File: config.mk
export PLATFORM = sky130hd
export DESIGN_NAME = change_dispenser_flat
export DESIGN_NICKNAME = d
export VERILOG_FILES = /design/src/rtl/change_dispenser_if.sv /design/src/rtl/change_dispenser.sv /design/src/flat_wrapper.sv
export SDC_FILE = /design/constraint.sdc
export NUM_CORES = 1
export LEC_CHECK = 0
export BUFFER_PORTS_ARGS = -buffer_cell sky130_fd_sc_hd__clkbuf_2
export CORE_UTILIZATION = 47
export DETAILED_ROUTE_END_ITERATION = 8
export PLACE_DENSITY_LB_ADDON = 0.25
export SETUP_SLACK_MARGIN = 0.1
export SKIP_LAST_GASP = 1
export SYNTH_ARGS = -nofsm -noshare
export SYNTH_HDL_FRONTEND = slang
export SYNTH_SLANG_ARGS = --single-unit
File: constraint.sdc
create_clock -name CLK -period 1.35 [get_ports CLK]
set_clock_uncertainty 0.15 [all_clocks]
set_input_delay 0.135 -clock CLK [delete_from_list [all_inputs] [get_ports CLK]]
set_output_delay 0.135 -clock CLK [all_outputs]
set_load 0.01 [all_outputs]
File: src/rtl/change_dispenser_if.sv
// change_dispenser_if
//   Bundles the credit inputs, the vend/refund requests, the product and
//   coin valid/ack handshakes and the status outputs of change_dispenser.
//   slave  : the dispenser controller (drives handshake valids and status)
//   master : the credit register / mechanism side (drives credit and acks)
//   Optional macro: CHANGE_REFUND_EN adds the refund_req signal.
interface change_dispenser_if;
  logic       state0, state1, state2, state3, state4, state5, state6;
  logic       vend_req;
  logic       prod_valid;
  logic       prod_ack;
  logic       coin_valid;
  logic       coin_ack;
  logic [2:0] coins_left;
  logic       clear_credit;
  logic       insufficient;
  logic       busy;
  logic       fault;
`ifdef CHANGE_REFUND_EN
  logic       refund_req;

  modport slave (
    input  state0, state1, state2, state3, state4, state5, state6,
    input  vend_req, prod_ack, coin_ack, refund_req,
    output prod_valid, coin_valid, coins_left, clear_credit,
    output insufficient, busy, fault
  );

  modport master (
    output state0, state1, state2, state3, state4, state5, state6,
    output vend_req, prod_ack, coin_ack, refund_req,
    input  prod_valid, coin_valid, coins_left, clear_credit,
    input  insufficient, busy, fault
  );
`else
  modport slave (
    input  state0, state1, state2, state3, state4, state5, state6,
    input  vend_req, prod_ack, coin_ack,
    output prod_valid, coin_valid, coins_left, clear_credit,
    output insufficient, busy, fault
  );

  modport master (
    output state0, state1, state2, state3, state4, state5, state6,
    output vend_req, prod_ack, coin_ack,
    input  prod_valid, coin_valid, coins_left, clear_credit,
    input  insufficient, busy, fault
  );
`endif
endinterface

File: src/rtl/change_dispenser.sv
// change_dispenser
//   Reader side of the vending credit register. It samples the one-hot credit
//   when a vend is requested, releases the product, returns change one quarter
//   per coin handshake and then pulses clear_credit to return the credit
//   register to S0.
//   Ports:
//     CLK  - system clock, all flops update on the falling edge
//     RES  - asynchronous active-low reset
//     bus  - change_dispenser_if.slave: state0..6, vend_req, prod_valid/ack,
//            coin_valid/ack, coins_left, clear_credit, insufficient, busy,
//            fault (and refund_req when CHANGE_REFUND_EN is defined)
//   Parameter PRICE_QUARTERS: product price in quarters, 1..6.
//   Optional macro CHANGE_REFUND_EN: refund path that returns all credit as
//   coins without releasing a product.
//
//   state  | meaning
//   IDLE   | waiting for vend_req (or refund_req)
//   VEND   | prod_valid high until prod_ack
//   CHANGE | coin_valid high, one quarter per coin_ack
//   DONE   | one-cycle clear_credit pulse
//   FAULT  | credit was not one-hot at sample time; left only by reset
module change_dispenser #(
  parameter int PRICE_QUARTERS = 4
) (
  input logic               CLK,
  input logic               RES,
  change_dispenser_if.slave bus
);

  localparam logic [2:0] PRICE_Q = 3'(PRICE_QUARTERS);

  typedef enum logic [2:0] {
    IDLE   = 3'd0,
    VEND   = 3'd1,
    CHANGE = 3'd2,
    DONE   = 3'd3,
    FAULT  = 3'd4
  } state_t;

  state_t     state;
  logic [6:0] credit;
  logic [2:0] q;
  logic       credit_ok;

  assign credit = {bus.state6, bus.state5, bus.state4, bus.state3,
                   bus.state2, bus.state1, bus.state0};

  assign credit_ok = $onehot(credit);

  // q is only meaningful when credit_ok is set.
  always_comb begin
    q = 3'd0;
    for (int i = 0; i < 7; i++) begin
      if (credit[i]) q = 3'(i);
    end
  end

  always_ff @(negedge CLK or negedge RES) begin
    if (!RES) begin
      state            <= IDLE;
      bus.coins_left   <= 3'd0;
      bus.prod_valid   <= 1'b0;
      bus.coin_valid   <= 1'b0;
      bus.clear_credit <= 1'b0;
      bus.insufficient <= 1'b0;
      bus.busy         <= 1'b0;
      bus.fault        <= 1'b0;
    end else begin
      bus.insufficient <= 1'b0;
      bus.clear_credit <= 1'b0;
      case (state)
        IDLE: begin
          if (bus.vend_req) begin
            if (!credit_ok) begin
              state     <= FAULT;
              bus.fault <= 1'b1;
              bus.busy  <= 1'b1;
            end else if (q < PRICE_Q) begin
              bus.insufficient <= 1'b1;
            end else begin
              // change amount frozen here; later credit changes are ignored
              bus.coins_left <= q - PRICE_Q;
              bus.prod_valid <= 1'b1;
              bus.busy       <= 1'b1;
              state          <= VEND;
            end
          end
`ifdef CHANGE_REFUND_EN
          else if (bus.refund_req) begin
            if (!credit_ok) begin
              state     <= FAULT;
              bus.fault <= 1'b1;
              bus.busy  <= 1'b1;
            end else if (q == 3'd0) begin
              bus.clear_credit <= 1'b1;
              bus.busy         <= 1'b1;
              state            <= DONE;
            end else begin
              bus.coins_left <= q;
              bus.coin_valid <= 1'b1;
              bus.busy       <= 1'b1;
              state          <= CHANGE;
            end
          end
`endif
        end

        VEND: begin
          if (bus.prod_ack) begin
            bus.prod_valid <= 1'b0;
            if (bus.coins_left != 3'd0) begin
              bus.coin_valid <= 1'b1;
              state          <= CHANGE;
            end else begin
              bus.clear_credit <= 1'b1;
              state            <= DONE;
            end
          end
        end

        CHANGE: begin
          if (bus.coin_ack) begin
            bus.coins_left <= bus.coins_left - 3'd1;
            if (bus.coins_left == 3'd1) begin
              bus.coin_valid   <= 1'b0;
              bus.clear_credit <= 1'b1;
              state            <= DONE;
            end
          end
        end

        DONE: begin
          bus.busy <= 1'b0;
          state    <= IDLE;
        end

        FAULT: begin
          bus.fault <= 1'b1;
          bus.busy  <= 1'b1;
        end

        default: begin
          state          <= IDLE;
          bus.coins_left <= 3'd0;
          bus.prod_valid <= 1'b0;
          bus.coin_valid <= 1'b0;
          bus.busy       <= 1'b0;
          bus.fault      <= 1'b0;
        end
      endcase
    end
  end

endmodule

File: src/flat_wrapper.sv
// flat-port wrapper written by rule: the top's interface ports become plain ports
module change_dispenser_flat 
#(
  parameter int PRICE_QUARTERS = 4
)
  (CLK, RES, bus_state0, bus_state1, bus_state2, bus_state3, bus_state4, bus_state5, bus_state6, bus_vend_req, bus_prod_ack, bus_coin_ack, bus_prod_valid, bus_coin_valid, bus_coins_left, bus_clear_credit, bus_insufficient, bus_busy, bus_fault);
  change_dispenser_if bus_i ();
  input logic CLK;
  input logic RES;
  input wire logic [$bits(bus_i.state0)-1:0] bus_state0;
  input wire logic [$bits(bus_i.state1)-1:0] bus_state1;
  input wire logic [$bits(bus_i.state2)-1:0] bus_state2;
  input wire logic [$bits(bus_i.state3)-1:0] bus_state3;
  input wire logic [$bits(bus_i.state4)-1:0] bus_state4;
  input wire logic [$bits(bus_i.state5)-1:0] bus_state5;
  input wire logic [$bits(bus_i.state6)-1:0] bus_state6;
  input wire logic [$bits(bus_i.vend_req)-1:0] bus_vend_req;
  input wire logic [$bits(bus_i.prod_ack)-1:0] bus_prod_ack;
  input wire logic [$bits(bus_i.coin_ack)-1:0] bus_coin_ack;
  output wire logic [$bits(bus_i.prod_valid)-1:0] bus_prod_valid;
  output wire logic [$bits(bus_i.coin_valid)-1:0] bus_coin_valid;
  output wire logic [$bits(bus_i.coins_left)-1:0] bus_coins_left;
  output wire logic [$bits(bus_i.clear_credit)-1:0] bus_clear_credit;
  output wire logic [$bits(bus_i.insufficient)-1:0] bus_insufficient;
  output wire logic [$bits(bus_i.busy)-1:0] bus_busy;
  output wire logic [$bits(bus_i.fault)-1:0] bus_fault;
  assign bus_i.state0 = bus_state0;
  assign bus_i.state1 = bus_state1;
  assign bus_i.state2 = bus_state2;
  assign bus_i.state3 = bus_state3;
  assign bus_i.state4 = bus_state4;
  assign bus_i.state5 = bus_state5;
  assign bus_i.state6 = bus_state6;
  assign bus_i.vend_req = bus_vend_req;
  assign bus_i.prod_ack = bus_prod_ack;
  assign bus_i.coin_ack = bus_coin_ack;
  assign bus_prod_valid = bus_i.prod_valid;
  assign bus_coin_valid = bus_i.coin_valid;
  assign bus_coins_left = bus_i.coins_left;
  assign bus_clear_credit = bus_i.clear_credit;
  assign bus_insufficient = bus_i.insufficient;
  assign bus_busy = bus_i.busy;
  assign bus_fault = bus_i.fault;
  change_dispenser #(.PRICE_QUARTERS(PRICE_QUARTERS)) u_core (.CLK(CLK), .RES(RES), .bus(bus_i));
endmodule
# Yosys cells after proc, flatten, opt, wreduce, memory -nomap -nowiden
# Index checks and enable logic that the tools add are counted.
# W data, S select, Z words.
# word_totals
ff_bits,12
latch_bits,0
mem_bits_rw,0
romBits,0
in_bits,12
output_inout_bits,9
n_memories,0
# op_classes
add_sub_neg,8
multipliers,0
n_div,0
magnitude_cmp,1
eq_ne,15
n_shift,0
muxes,44
n_bitwise,6
n_reduce_logical,13
# ops
op,count
$mux W3,15
$mux W1,22
$reduce_and A5 Y1,3
$pmux W1 S3,4
$pmux W3 S4,1
$reduce_or A3 Y1,4
$ne A2 B2 Y1 const B,5
$eq A3 B1 Y1 const B,3
$pmux W3 S3,1
$add A1 B1 Y2,3
$add A3 B3 Y3,2
$eq A3 B2 Y1 const B,2
$ne A2 B1 Y1 const B,3
$not A1 Y1,6
$reduce_and A3 Y1,2
$reduce_and A6 Y1,1
$add A3 B1 Y3,1
$eq A3 B3 Y1 const B,1
$logic_not A3 Y1,1
$lt A3 B3 Y1 const B,1
$ne A3 B3 Y1 const B,1
$reduce_bool A3 Y1,1
$sub A3 B1 Y3 const B,1
$sub A3 B3 Y3 const B,1
other kinds (2),2

# Longest topological paths before layout
# Gate-level depths: netlist of the first run.
# depth
ltp_word,11
ltp_mapped,11
mapped_depth_nobuf,11

==> metrics.log, run 1 <==
[metrics] number of synthesized flops with an enable pin: 0
[metrics] number of nets in the layout: 178
[metrics] Remaining DRCs: 0
[metrics] detailed placement HPWL: 1.70 mm
[metrics] Post-Synthesis Mean Instance Area: 9.10 um2
[metrics] net switching component of the power: 0.000396 W
[metrics] count of pins on the block boundary: 21
[metrics] setup repair after global routing missed its margin: true
[metrics] Clock Sinks: 12
[metrics] IO buf count: 20
[metrics] type of element launching the critical path: input pin
[metrics] vias in the first global route: 921
[metrics] data arrival time of the critical path: 2.53 ns
[metrics] TritonCTS clock tree: built
[metrics] Vias per Instance: 5.12
[metrics] core footprint: 0.00176 mm2
[metrics] reg-to-reg slack, setup: -0.25 ns
[metrics] routability congestion estimate: 0.811
[metrics] pin count of the biggest net entering global routing: 13
[metrics] final number of hold-violating endpoints: 0
[metrics] count of synthesis-stage warnings from yosys: 0
[metrics] actual transition at the worst max-transition pin: 0.328 ns
[metrics] total number of vias: 912
[metrics] count of nets left with antenna violations after detail routing: 0
[metrics] share of power burned in combinational logic: 43.2%
[metrics] maximum buffer depth of the clock tree: 2
[metrics] number of distinct library cell variants in the gate-level netlist after synthesis: 28
[metrics] worst-case reg-to-reg path depth: 4
[metrics] relative max-transition margin: 77.9%
[metrics] number of inserted diodes: 0
[metrics] area share of the largest cell type after synthesis: 33.0%
[metrics] data required time at the worst endpoint: 0.65 ns
[metrics] largest fanout of any net on the critical path: 3
[metrics] Main synth FF type: dfrtn_1
[metrics] maximum ir drop on the vdd rail: 0.798 mV
[metrics] Synth Area in Compound Gates: 14.9%
[metrics] outcome: finished, violations left
[metrics] P per Cell Area: 820 mW/mm2
[metrics] H-tree levels: 1
[metrics] GRT overflow: 0
[metrics] part of the total power dissipated in sequential elements: 32.9%
[metrics] number of antenna violations at the first check in global routing: 0
[metrics] largest cells by area after synthesis: dfrtn_1, ha_1, inv_1
[metrics] clock-pin transition on the worst setup and hold timing paths: 0.06 ns
[metrics] switching power share of the total: 32.1%
[metrics] synthesized instance count: 100
[metrics] LEAKAGE: 0.734 nW
[metrics] detailed router's first-iteration violation count: 22
[metrics] crit path capture type: flip-flop
[metrics] most common library cells after synthesis: inv_1, dfrtn_1, ha_1
[metrics] initial core utilization: 51.6%
[metrics] most area-hungry cell type in the Yosys netlist: dfrtn_1
[metrics] dominant combinational cell family by area after synthesis: adder cells
[metrics] flip-flop and latch count after synthesis: 12
[metrics] clock buffers created by TritonCTS: 3
[metrics] critical path class: in -> reg
[metrics] adder-cell share of the synthesized area: 19.0%
[metrics] Routed WL: 2.59 mm
[metrics] post-synthesis xor/xnor area fraction: 0.963%
[metrics] proportion of synthesized flip-flops having asynchronous set or reset: 100%
[metrics] overall fraction of global-route tracks in use: 25.1%
[metrics] die area: 0.00212 mm2
[metrics] path class of the lowest-slack min-delay path: in -> async
[metrics] wire length of the first global-routing pass: 3.75 mm
[metrics] sequential area share after synthesis: 33.0%
[metrics] violated checks: negative setup slack
[metrics] die height: 46.0 um
[metrics] simple-gate share of the synthesized area: 19.0%
[metrics] worst skew pair latency: 0.28 ns
[metrics] buffer cell driving the clock tree root: clkbuf_4
[metrics] average wire per standard cell: 14.5 um
[metrics] end of the worst register-to-register path: u_core.bus.coins_left[2]$_DFFE_NN0P_
[metrics] most frequent cell after synthesis: inv_1
[metrics] number of setup violations in the final report: 19
[metrics] Reg-to-Reg Start: u_core.state[1]$_DFFE_NN0P_
[metrics] number of max-capacitance violations reported: 0
[metrics] worst setup slack after layout: -1.87 ns
[metrics] Post-Synthesis Net Count: 124
[metrics] multiplexer area fraction after synthesis: 3.30%
[metrics] area overhead of the layout relative to synthesis: 65.9%
[metrics] placement row count: 15
[metrics] portion of total power attributed to the clock network: 23.9%
[metrics] Post-Route Hold Slack: 0.141 ns
[metrics] post-synthesis instance area: 910 um2
[metrics] setup_tns: -18.92 ns
[metrics] number of detailed-routing iterations run before antenna repair: 4
[metrics] share of layout cells above drive strength 1: 51.6%
[metrics] count of final max-slew check failures: 0
[metrics] Die Span X: 46.0 um
[metrics] Internal Power: 0.000840 W
## power by group through the flow
stage               registers [W]  clock network [W]  logic, W
floorplan                0.000430                  0  0.000215
global placement         0.000409                  0  0.000422
detailed placement       0.000411                  0  0.000443
CTS                      0.000406           0.000297  0.000494
global route             0.000411           0.000318  0.000584
finish                   0.000407           0.000295  0.000534
## final cells by class
type,count,area (um2)
Multi-Input combinational cell,65,621
Sequential cell,12,300
Clock buffer,4,36.3
Inverter,20,97.6
Fill cell,123,255
Tap cell,25,31.3
Timing Repair Buffer,52,423
## placed cells by master (no fill, tap or decap), types with 3 or more instances in the layout
cell      synthesis  layout
a21oi_1           6       5
a31oi_1           3       3
buf_2             3       6
buf_4             0      25
buf_6             0      10
clkbuf_2          0       8
clkbuf_4          0       3
clkbuf_8          0       3
dfrtn_1          12      12
ha_1              9       4
ha_4              0       4
inv_1            20      14
inv_2             0       3
mux2i_1           3       3
nand2b_1          3       3
nor2_1            3       3
o21ai_0           5       3
## sequential cells by signal, summed over array words and instances, names as in the netlist
name and flops:
u_core.bus.busy 1, u_core.bus.prod_valid 1, u_core.bus.fault 1, u_core.state 3
u_core.bus.coins_left 3, u_core.bus.clear_credit 1, u_core.bus.coin_valid 1, u_core.bus.insufficient 1
## per-stage QoR
step           utilization [%]  cells  area (um2)  total power [W]  worst slack [ns]
6_report                  85.5    178        1510          0.00124             -1.87
5_1_grt                   85.5    178        1510          0.00131             -1.96
4_1_cts                   79.2    175        1400          0.00120             -1.85
3_5_place_dp              71.3    167        1260         0.000854             -2.36
3_3_place_gp              71.3    167        1260         0.000831             -2.27
2_1_floorplan                -    100         955         0.000646             -1.99
## cells by family after synthesis
| family | after synthesis |
|---|---|
| adders and majority gates | 12 |
| and+or+nand+nor | 28 |
| xor gates and xnor gates | 1 |
| AOI/OAI and AO/OA | 21 |
| buffers and inverters | 23 |
| DFF | 12 |
| muxes | 3 |
## worst max-delay path, stage by stage
cell and delay (ns):
clkbuf_16 0.12, inv_12 0.03, ha_4 0.25, inv_2 0.03, fa_1 0.48, inv_1 0.05
ha_2 0.17, fa_2 0.35, xor2_2 0.15, nand4b_1 0.16, a211o_2 0.40, a32o_1 0.21
## worst max-delay path by stage
stage                     from                                    to  slack [ns]  cells past startpoint
floorplan           bus_state3  u_core.bus.coins_left[2]$_DFFE_NN0P_       -1.99                     11
global placement    bus_state3  u_core.bus.coins_left[2]$_DFFE_NN0P_       -2.27                     12
detailed placement  bus_state3  u_core.bus.coins_left[2]$_DFFE_NN0P_       -2.36                     12
CTS                 bus_state1  u_core.bus.coins_left[2]$_DFFE_NN0P_       -1.85                     11
global route        bus_state3  u_core.bus.coins_left[2]$_DFFE_NN0P_       -1.96                     12
finish              bus_state3  u_core.bus.coins_left[2]$_DFFE_NN0P_       -1.87                     12
## per-layer routing
metal | wire (um) | global-route usage (%) | up-vias
li1 | - | - | 442
met1 | 992 | 26.8 | 440
met2 | 1500 | 47.6 | 26
met3 | 70 | 3.17 | 4
met4 | 25 | 11.8 | 0
met5 | 0 | 0 | -
## repair_timing
| action | CTS | global route |
|---|---|---|
| endpoints found under the setup margin | 21 | 21 |
| hold endpoints to repair | 0 | 0 |
| resized for setup | 13 | 28 |
| setup buffers | 4 | 3 |
| hold buffers | 0 | 0 |
| pin swaps | 8 | 10 |
(Power assumes the default switching activity.)
==> inputs of run 2 (changes only) <==
- ABC_AREA: not set -> 0
- CORE_UTILIZATION: 47 -> 50
- clock period: 1.35 -> 3 ns (I/O delays scaled with it)
==> metrics.log, run 2 (synthesized netlist as in run 1, its figures left out) <==
[metrics] crit path capture type: flip-flop
[metrics] most common library cell in the layout ignoring fill and taps: clkbuf_2
[metrics] area overhead of the layout relative to synthesis: 36.9%
[metrics] final design instance area without fill: 0.00124 mm2 (-17%)
[metrics] count of final max-slew check failures: 0 (unchanged)
[metrics] endpoint of the worst hold path: u_core.bus.coin_valid$_DFFE_NN0P_
[metrics] path class of the lowest-slack min-delay path: reg -> reg
[metrics] number of nets in the layout: 158 (-11%)
[metrics] delay of the slowest cell on the worst path: 0.47 ns (about the same)
[metrics] critical path class: in -> reg
[metrics] setup slack after placement: -1.69 ns (+0.670 ns)
[metrics] Overall Power: 0.000499 W (-60%)
[metrics] P per Cell Area: 401 mW/mm2 (-51%)
[metrics] TritonCTS clock tree: built
[metrics] Clock Sinks: 12 (unchanged)
[metrics] number of antenna violations at the first check in global routing: 0 (unchanged)
[metrics] Remaining DRCs: 0 (unchanged)
[metrics] footprint of the multi-input gates: 557 um2 (-10%)
[metrics] core footprint: 0.00171 mm2 (-3.2%)
[metrics] portion of total power attributed to the clock network: 25.8% (+1.9 points)
[metrics] number of max-capacitance violations reported: 0 (unchanged)
[metrics] detailed placement HPWL: 1.49 mm (-13%)
[metrics] Routed WL: 1.89 mm (-27%)
[metrics] violated checks: negative setup slack
[metrics] pin count of the biggest net entering global routing: 14 (+1)
[metrics] net switching component of the power: 0.000152 W (-62%)
[metrics] buffer cell driving the clock tree root: clkbuf_4
[metrics] LEAKAGE: 0.597 nW (-19%)
[metrics] end of the worst register-to-register path: u_core.bus.coins_left[2]$_DFFE_NN0P_
[metrics] count of pins on the block boundary: 21 (unchanged)
[metrics] logic depth of the worst setup path including buffers: 12 (unchanged)
[metrics] die area: 0.00199 mm2 (-5.7%)
[metrics] share of layout cells above drive strength 1: 36.1% (-16 points)
[metrics] count of nets left with antenna violations after detail routing: 0 (unchanged)
[metrics] placement row count: 15 (unchanged)
[metrics] worst skew pair latency: 0.28 ns (about the same)
[metrics] highest-count cells in the layout ignoring fill and taps: clkbuf_2, inv_1, buf_4, dfrtn_1
[metrics] IO buf count: 20 (unchanged)
[metrics] H-tree levels: 1 (unchanged)
[metrics] chain of cells forming the critical path: clkbuf_16 > inv_12 > ha_4 > inv_2 > fa_1 > inv_1 > ha_2 > fa_2 > xor2_2 > nand4b_1 > a211o_2 > a32o_1
[metrics] Crit path buffers/inverters: 4 (unchanged)
[metrics] die height: 44.7 um (-2.9%)
[metrics] hold-critical path depth: 1
[metrics] dominant delay contributor by cell family on the critical path: adder cells
[metrics] part of the total power dissipated in sequential elements: 37.0% (+4.1 points)
[metrics] actual transition at the worst max-transition pin: 0.389 ns (+0.0616 ns)
[metrics] maximum buffer depth of the clock tree: 2 (unchanged)
[metrics] share of power burned in combinational logic: 37.2% (-6.0 points)
[metrics] Vias per Instance: 5.06 (-1.2%)
[metrics] Internal Power: 0.000347 W (-59%)
[metrics] detailed router's first-iteration violation count: 8 (-64%)
[metrics] worst setup slack after layout: -1.16 ns (+0.716 ns)
[metrics] routability congestion estimate: 0.780 (-3.8%)
[metrics] reg-to-reg slack, setup: 1.17 ns (+1.42 ns)
[metrics] average wire per standard cell: 11.9 um (-18%)
[metrics] Reg-to-Reg Start: u_core.state[1]$_DFFE_NN0P_
[metrics] Die Span X: 44.7 um (-2.9%)
[metrics] setup repair after global routing missed its margin: true
[metrics] number of setup violations in the final report: 9 (-10)
[metrics] post-route core utilization: 72.9% (-13 points)
[metrics] total number of vias: 800 (-12%)
[metrics] instance area at placement: 0.00112 mm2 (-11%)
[metrics] top flop regs: u_core.bus.coins_left (3), u_core.state (3)
[metrics] final number of hold-violating endpoints: 0 (unchanged)
[metrics] initial core utilization: 53.3% (+1.7 points)
[metrics] cell at the slowest stage of the critical path: fa_1
[metrics] relative max-transition margin: 74.1% (-3.8 points)
[metrics] data arrival time of the critical path: 2.63 ns (+0.10 ns)
[metrics] switching power share of the total: 30.5% (-1.6 points)
[metrics] hold path start: u_core.bus.coin_valid$_DFFE_NN0P_
[metrics] worst-case reg-to-reg path depth: 4 (unchanged)
[metrics] number of detailed-routing iterations run before antenna repair: 4 (unchanged)
[metrics] maximum ir drop on the vdd rail: 0.203 mV (-75%)
[metrics] type of element launching the critical path: input pin
[metrics] data required time at the worst endpoint: 1.47 ns (+0.82 ns)
[metrics] Layout fillers: 134 (+8.9%)
[metrics] vias in the first global route: 784 (-15%)
[metrics] number of inserted diodes: 0 (unchanged)
[metrics] overall fraction of global-route tracks in use: 21.4% (-3.7 points)
[metrics] largest fanout of any net on the critical path: 3 (unchanged)
[metrics] clock-pin transition on the worst setup and hold timing paths: 0.05 ns (about the same)
[metrics] sequential standard cell area: 300 um2 (unchanged)
[metrics] outcome: finished, violations left
[metrics] wire length of the first global-routing pass: 3.17 mm (-15%)
[metrics] clock buffers created by TritonCTS: 3 (unchanged)
[metrics] GRT overflow: 0 (unchanged)
[metrics] number of hold buffers added after cts: 0 (unchanged)
[run 2: cell types whose count changed in the layout (fill, tap and decap cells not counted), moves of 2 or more]
cell	before	now
clkbuf_2	8	17
buf_4	25	12
nand2_1	2	4
nor2b_4	2	0
buf_2	6	0
buf_6	10	0
nor2b_1	2	4
ha_1	4	6
inv_1	14	16
ha_4	4	2
[run 2: per-layer routing]
| layer | wire (um) | track usage [%] | share of wire [%] |
|---|---|---|---|
| met4 | 14 | 7.27 | 0.74 |
| met3 | 67 | 1.22 | 3.6 |
| met2 | 1030 | 40.0 | 55 |
| met5 | 0 | 0 | 0 |
| met1 | 772 | 25.7 | 41 |
[run 2: power by group through the flow]
stage / clock (W) / sequential, W / combinational, W
finish: 0.000129 / 0.000184 / 0.000186
detailed placement: 0 / 0.000187 / 0.000160
global placement: 0 / 0.000187 / 0.000153
global route: 0.000138 / 0.000186 / 0.000209
floorplan: 0 / 0.000193 / 0.0000892
CTS: 0.000131 / 0.000184 / 0.000186
[run 2: stage by stage]
step | hold slack (ns) | TNS, ns | cells
finish | 0.284 | -8.96 | 158
global route | 0.308 | -9.59 | 158
CTS | 0.290 | -9.13 | 158
detailed placement | 0.290 | -13.06 | 150
global placement | 0.283 | -12.40 | 150
floorplan | 0.308 | -9.68 | 100
[run 2: how the worst max path moves through the flow]
stage	from	endpoint	slack, ns
after floorplan	bus_state3	u_core.bus.coins_left[2]$_DFFE_NN0P_	-1.33
after global placement	bus_state3	u_core.bus.coins_left[2]$_DFFE_NN0P_	-1.60
after detailed placement	bus_state3	u_core.bus.coins_left[2]$_DFFE_NN0P_	-1.69
after CTS	bus_state1	u_core.bus.coins_left[2]$_DFFE_NN0P_	-1.16
after global routing	bus_state3	u_core.bus.coins_left[2]$_DFFE_NN0P_	-1.22
final	bus_state3	u_core.bus.coins_left[2]$_DFFE_NN0P_	-1.16
[run 2: layout make-up]
type | instances | area share (%)
Tap cell | 25 | 2.51
Inverter | 20 | 7.44
Sequential cell | 12 | 24.1
Timing Repair Buffer | 32 | 18.3
Multi-Input combinational cell | 65 | 44.7
Clock buffer | 4 | 2.91
[run 2: repair_timing]
item	in CTS	in global routing
resized for setup	8	0
buffers inserted	4	0
pin swaps	8	3
setup endpoints to repair	9	9
[run 2: worst register-to-register path: cells and delay by family (launching register included)]
kind	cells	cell delay (ns)
compound gates	3	0.59
flops	1	0.64
simple gates	1	0.31
==> inputs of run 3 (changes only) <==
- CTS_BUF_LIST: not set -> sky130_fd_sc_hd__clkbuf_2
- RECOVER_POWER: not set -> 50
==> metrics.log, run 3 (synthesized netlist as in run 1, its figures left out) <==
[metrics] outcome: finished, violations left
[metrics] violated checks: negative setup slack
[metrics] part of the total power dissipated in sequential elements: 40.4% (+3.4 points)
[metrics] portion of total power attributed to the clock network: 18.8% (-7.0 points)
[metrics] Internal Power: 0.000302 W (-13%)
[metrics] worst skew pair latency: 0.25 ns (-0.03 ns)
[metrics] chain of cells forming the critical path: clkbuf_16 > inv_12 > ha_4 > inv_2 > fa_1 > inv_1 > ha_2 > fa_2 > xor2_2 > nand4b_1 > a211o_2 > a32o_1
[metrics] GRT overflow: 0 (unchanged)
[metrics] final design instance area without fill: 0.00123 mm2 (-1.5%)
[metrics] filler-free cell count of the finished design: 158 (unchanged)
[metrics] logic depth of the worst setup path including buffers: 12 (unchanged)
[metrics] critical path class: in -> reg
[metrics] detailed placement HPWL: 1.49 mm (unchanged)
[metrics] core footprint: 0.00171 mm2 (unchanged)
[metrics] routability congestion estimate: 0.780 (unchanged)
[metrics] number of max-capacitance violations reported: 0 (unchanged)
[metrics] dominant delay contributor by cell family on the critical path: adder cells
[metrics] H-tree levels: 1 (unchanged)
[metrics] end of the worst register-to-register path: u_core.bus.coins_left[2]$_DFFE_NN0P_
[metrics] average wire per standard cell: 11.8 um (-0.74%)
[metrics] buffer cell driving the clock tree root: clkbuf_2
[metrics] final number of hold-violating endpoints: 0 (unchanged)
[metrics] count of nets left with antenna violations after detail routing: 0 (unchanged)
[metrics] highest-count cells in the layout ignoring fill and taps: clkbuf_2, inv_1, buf_4, dfrtn_1
[metrics] crit path capture type: flip-flop
[metrics] Layout fillers: 135 (+0.75%)
[metrics] placement row count: 15 (unchanged)
[metrics] most common library cell in the layout ignoring fill and taps: clkbuf_2
[metrics] die height: 44.7 um (unchanged)
[metrics] post-route core utilization: 71.8% (-1.1 points)
[metrics] top flop regs: u_core.bus.coins_left (3), u_core.state (3)
[metrics] overall fraction of global-route tracks in use: 21.6% (+0.25 points)
[metrics] Remaining DRCs: 0 (unchanged)
[metrics] vias in the first global route: 783 (-0.13%)
[metrics] Clock Sinks: 12 (unchanged)
[metrics] pin count of the biggest net entering global routing: 14 (unchanged)
[metrics] path class of the lowest-slack min-delay path: reg -> reg
[metrics] number of antenna violations at the first check in global routing: 0 (unchanged)
[metrics] delay of the slowest cell on the worst path: 0.47 ns (about the same)
[metrics] LEAKAGE: 0.587 nW (-1.7%)
[metrics] P per Cell Area: 372 mW/mm2 (-7.2%)
[metrics] die area: 0.00199 mm2 (unchanged)
[metrics] initial core utilization: 53.3% (unchanged)
[metrics] data arrival time of the critical path: 2.63 ns (about the same)
[metrics] switching power share of the total: 33.8% (+3.3 points)
[metrics] Routed WL: 1.87 mm (-0.74%)
[metrics] number of inserted diodes: 0 (unchanged)
[metrics] Overall Power: 0.000456 W (-8.6%)
[metrics] area overhead of the layout relative to synthesis: 34.8%
[metrics] Reg-to-Reg Start: u_core.state[1]$_DFFE_NN0P_
[metrics] worst setup slack after layout: -1.18 ns (-0.0186 ns)
[metrics] type of element launching the critical path: input pin
[metrics] share of power burned in combinational logic: 40.7% (+3.5 points)
[metrics] Vias per Instance: 5.06 (-0.13%)
[metrics] net switching component of the power: 0.000154 W (+1.2%)
[metrics] number of setup violations in the final report: 9 (unchanged)
[metrics] total number of vias: 799 (-0.13%)
[metrics] worst-case reg-to-reg path depth: 4 (unchanged)
[metrics] launching instance or port of the critical path: bus_state3
[metrics] actual transition at the worst max-transition pin: 0.655 ns (+0.266 ns)
[metrics] count of pins on the block boundary: 21 (unchanged)
[metrics] share of layout cells above drive strength 1: 34.6% (-1.5 points)
[metrics] setup repair after global routing missed its margin: true
[metrics] number of nets in the layout: 158 (unchanged)
[metrics] IO buf count: 20 (unchanged)
[metrics] largest fanout of any net on the critical path: 3 (unchanged)
[metrics] count of final max-slew check failures: 0 (unchanged)
[metrics] reg-to-reg slack, setup: 1.17 ns (about the same)
[metrics] CP Capture Point: u_core.bus.coins_left[2]$_DFFE_NN0P_
[metrics] relative max-transition margin: 56.3% (-18 points)
[metrics] maximum ir drop on the vdd rail: 0.209 mV (+2.9%)
[metrics] Die Span X: 44.7 um (unchanged)
[metrics] Crit path buffers/inverters: 4 (unchanged)
[metrics] TritonCTS clock tree: built
[metrics] data required time at the worst endpoint: 1.46 ns (about the same)
[metrics] clock-pin transition on the worst setup and hold timing paths: 0.08 ns (+0.03 ns)
[metrics] cell at the slowest stage of the critical path: fa_1
[metrics] instance area at placement: 0.00112 mm2 (unchanged)
[metrics] detailed router's first-iteration violation count: 11 (+3)
[metrics] clock buffers created by TritonCTS: 3 (unchanged)
[metrics] maximum buffer depth of the clock tree: 2 (unchanged)
[metrics] wire length of the first global-routing pass: 3.18 mm (+0.41%)
[metrics] number of detailed-routing iterations run before antenna repair: 4 (unchanged)
[metrics] number of placed instances, taps included: 150 (unchanged)
[run 3: cell count changes in the layout (fill, tap and decap cells not counted), sizes merged]
cell | previous run | this run
clkinv | 0 | 1
clkbuf | 24 | 23
[run 3: what timing repair did]
item	CTS	global route
buffers inserted	4	0
pin swaps	8	3
resized for setup	8	0
endpoints found under the setup margin	9	9
hold buffers	0	0
[run 3: stage by stage]
| step | hold slack, ns | worst slack, ns | setup TNS, ns |
|---|---|---|---|
| floorplan | 0.308 | -1.33 | -9.68 |
| global placement | 0.283 | -1.60 | -12.40 |
| detailed placement | 0.290 | -1.69 | -13.06 |
| CTS | 0.291 | -1.19 | -9.31 |
| global route | 0.310 | -1.23 | -9.68 |
| finish | 0.285 | -1.18 | -9.10 |
[run 3: power groups by stage]
stage | registers [W] | clock network (W) | logic, W
final | 0.000184 | 0.0000859 | 0.000186
after global routing | 0.000186 | 0.0000935 | 0.000209
after CTS | 0.000184 | 0.0000854 | 0.000186
after detailed placement | 0.000187 | 0 | 0.000160
after global placement | 0.000187 | 0 | 0.000153
after floorplan | 0.000193 | 0 | 0.0000892
[run 3: layer usage]
| layer | track usage, % | part of all wire [%] | vias up |
|---|---|---|---|
| li1 | - | - | 402 |
| met1 | 25.7 | 41 | 376 |
| met2 | 40.0 | 55 | 17 |
| met3 | 2.45 | 2.8 | 4 |
| met4 | 7.27 | 1.2 | 0 |
| met5 | 0 | 0 | - |
[run 3: worst min path at each step]
stage,endpoint,slack [ns],cells past startpoint,startpoint
3_5_place_dp,u_core.bus.coin_valid$_DFFE_NN0P_,0.29,1,u_core.bus.coin_valid$_DFFE_NN0P_
5_1_grt,u_core.bus.coin_valid$_DFFE_NN0P_,0.31,1,u_core.bus.coin_valid$_DFFE_NN0P_
2_1_floorplan,u_core.bus.fault$_DFFE_NN0P_,0.31,2,u_core.state[2]$_DFFE_NN0P_
4_1_cts,u_core.bus.coin_valid$_DFFE_NN0P_,0.29,1,u_core.bus.coin_valid$_DFFE_NN0P_
3_3_place_gp,u_core.bus.fault$_DFFE_NN0P_,0.28,1,u_core.bus.fault$_DFFE_NN0P_
6_report,u_core.bus.coin_valid$_DFFE_NN0P_,0.29,1,u_core.bus.coin_valid$_DFFE_NN0P_
[run 3: final cells by class]
class / instances / area (um2) / share of cell area, %
inverters: 20 / 92.6 / 7.55
multi-input cells: 65 / 557 / 45.4
clock buffers: 3 / 15.0 / 1.22
well taps: 25 / 31.3 / 2.55
flip-flops and latches: 12 / 300 / 24.5
repair buffers: 32 / 226 / 18.5
clock inverters: 1 / 3.75 / 0.306
[run 3: worst reg2reg max path: cells and delay by family (launching register included)]
kind / cells / cell delay [ns]
simple gates: 1 / 0.30
compound gates: 3 / 0.59
flops: 1 / 0.65
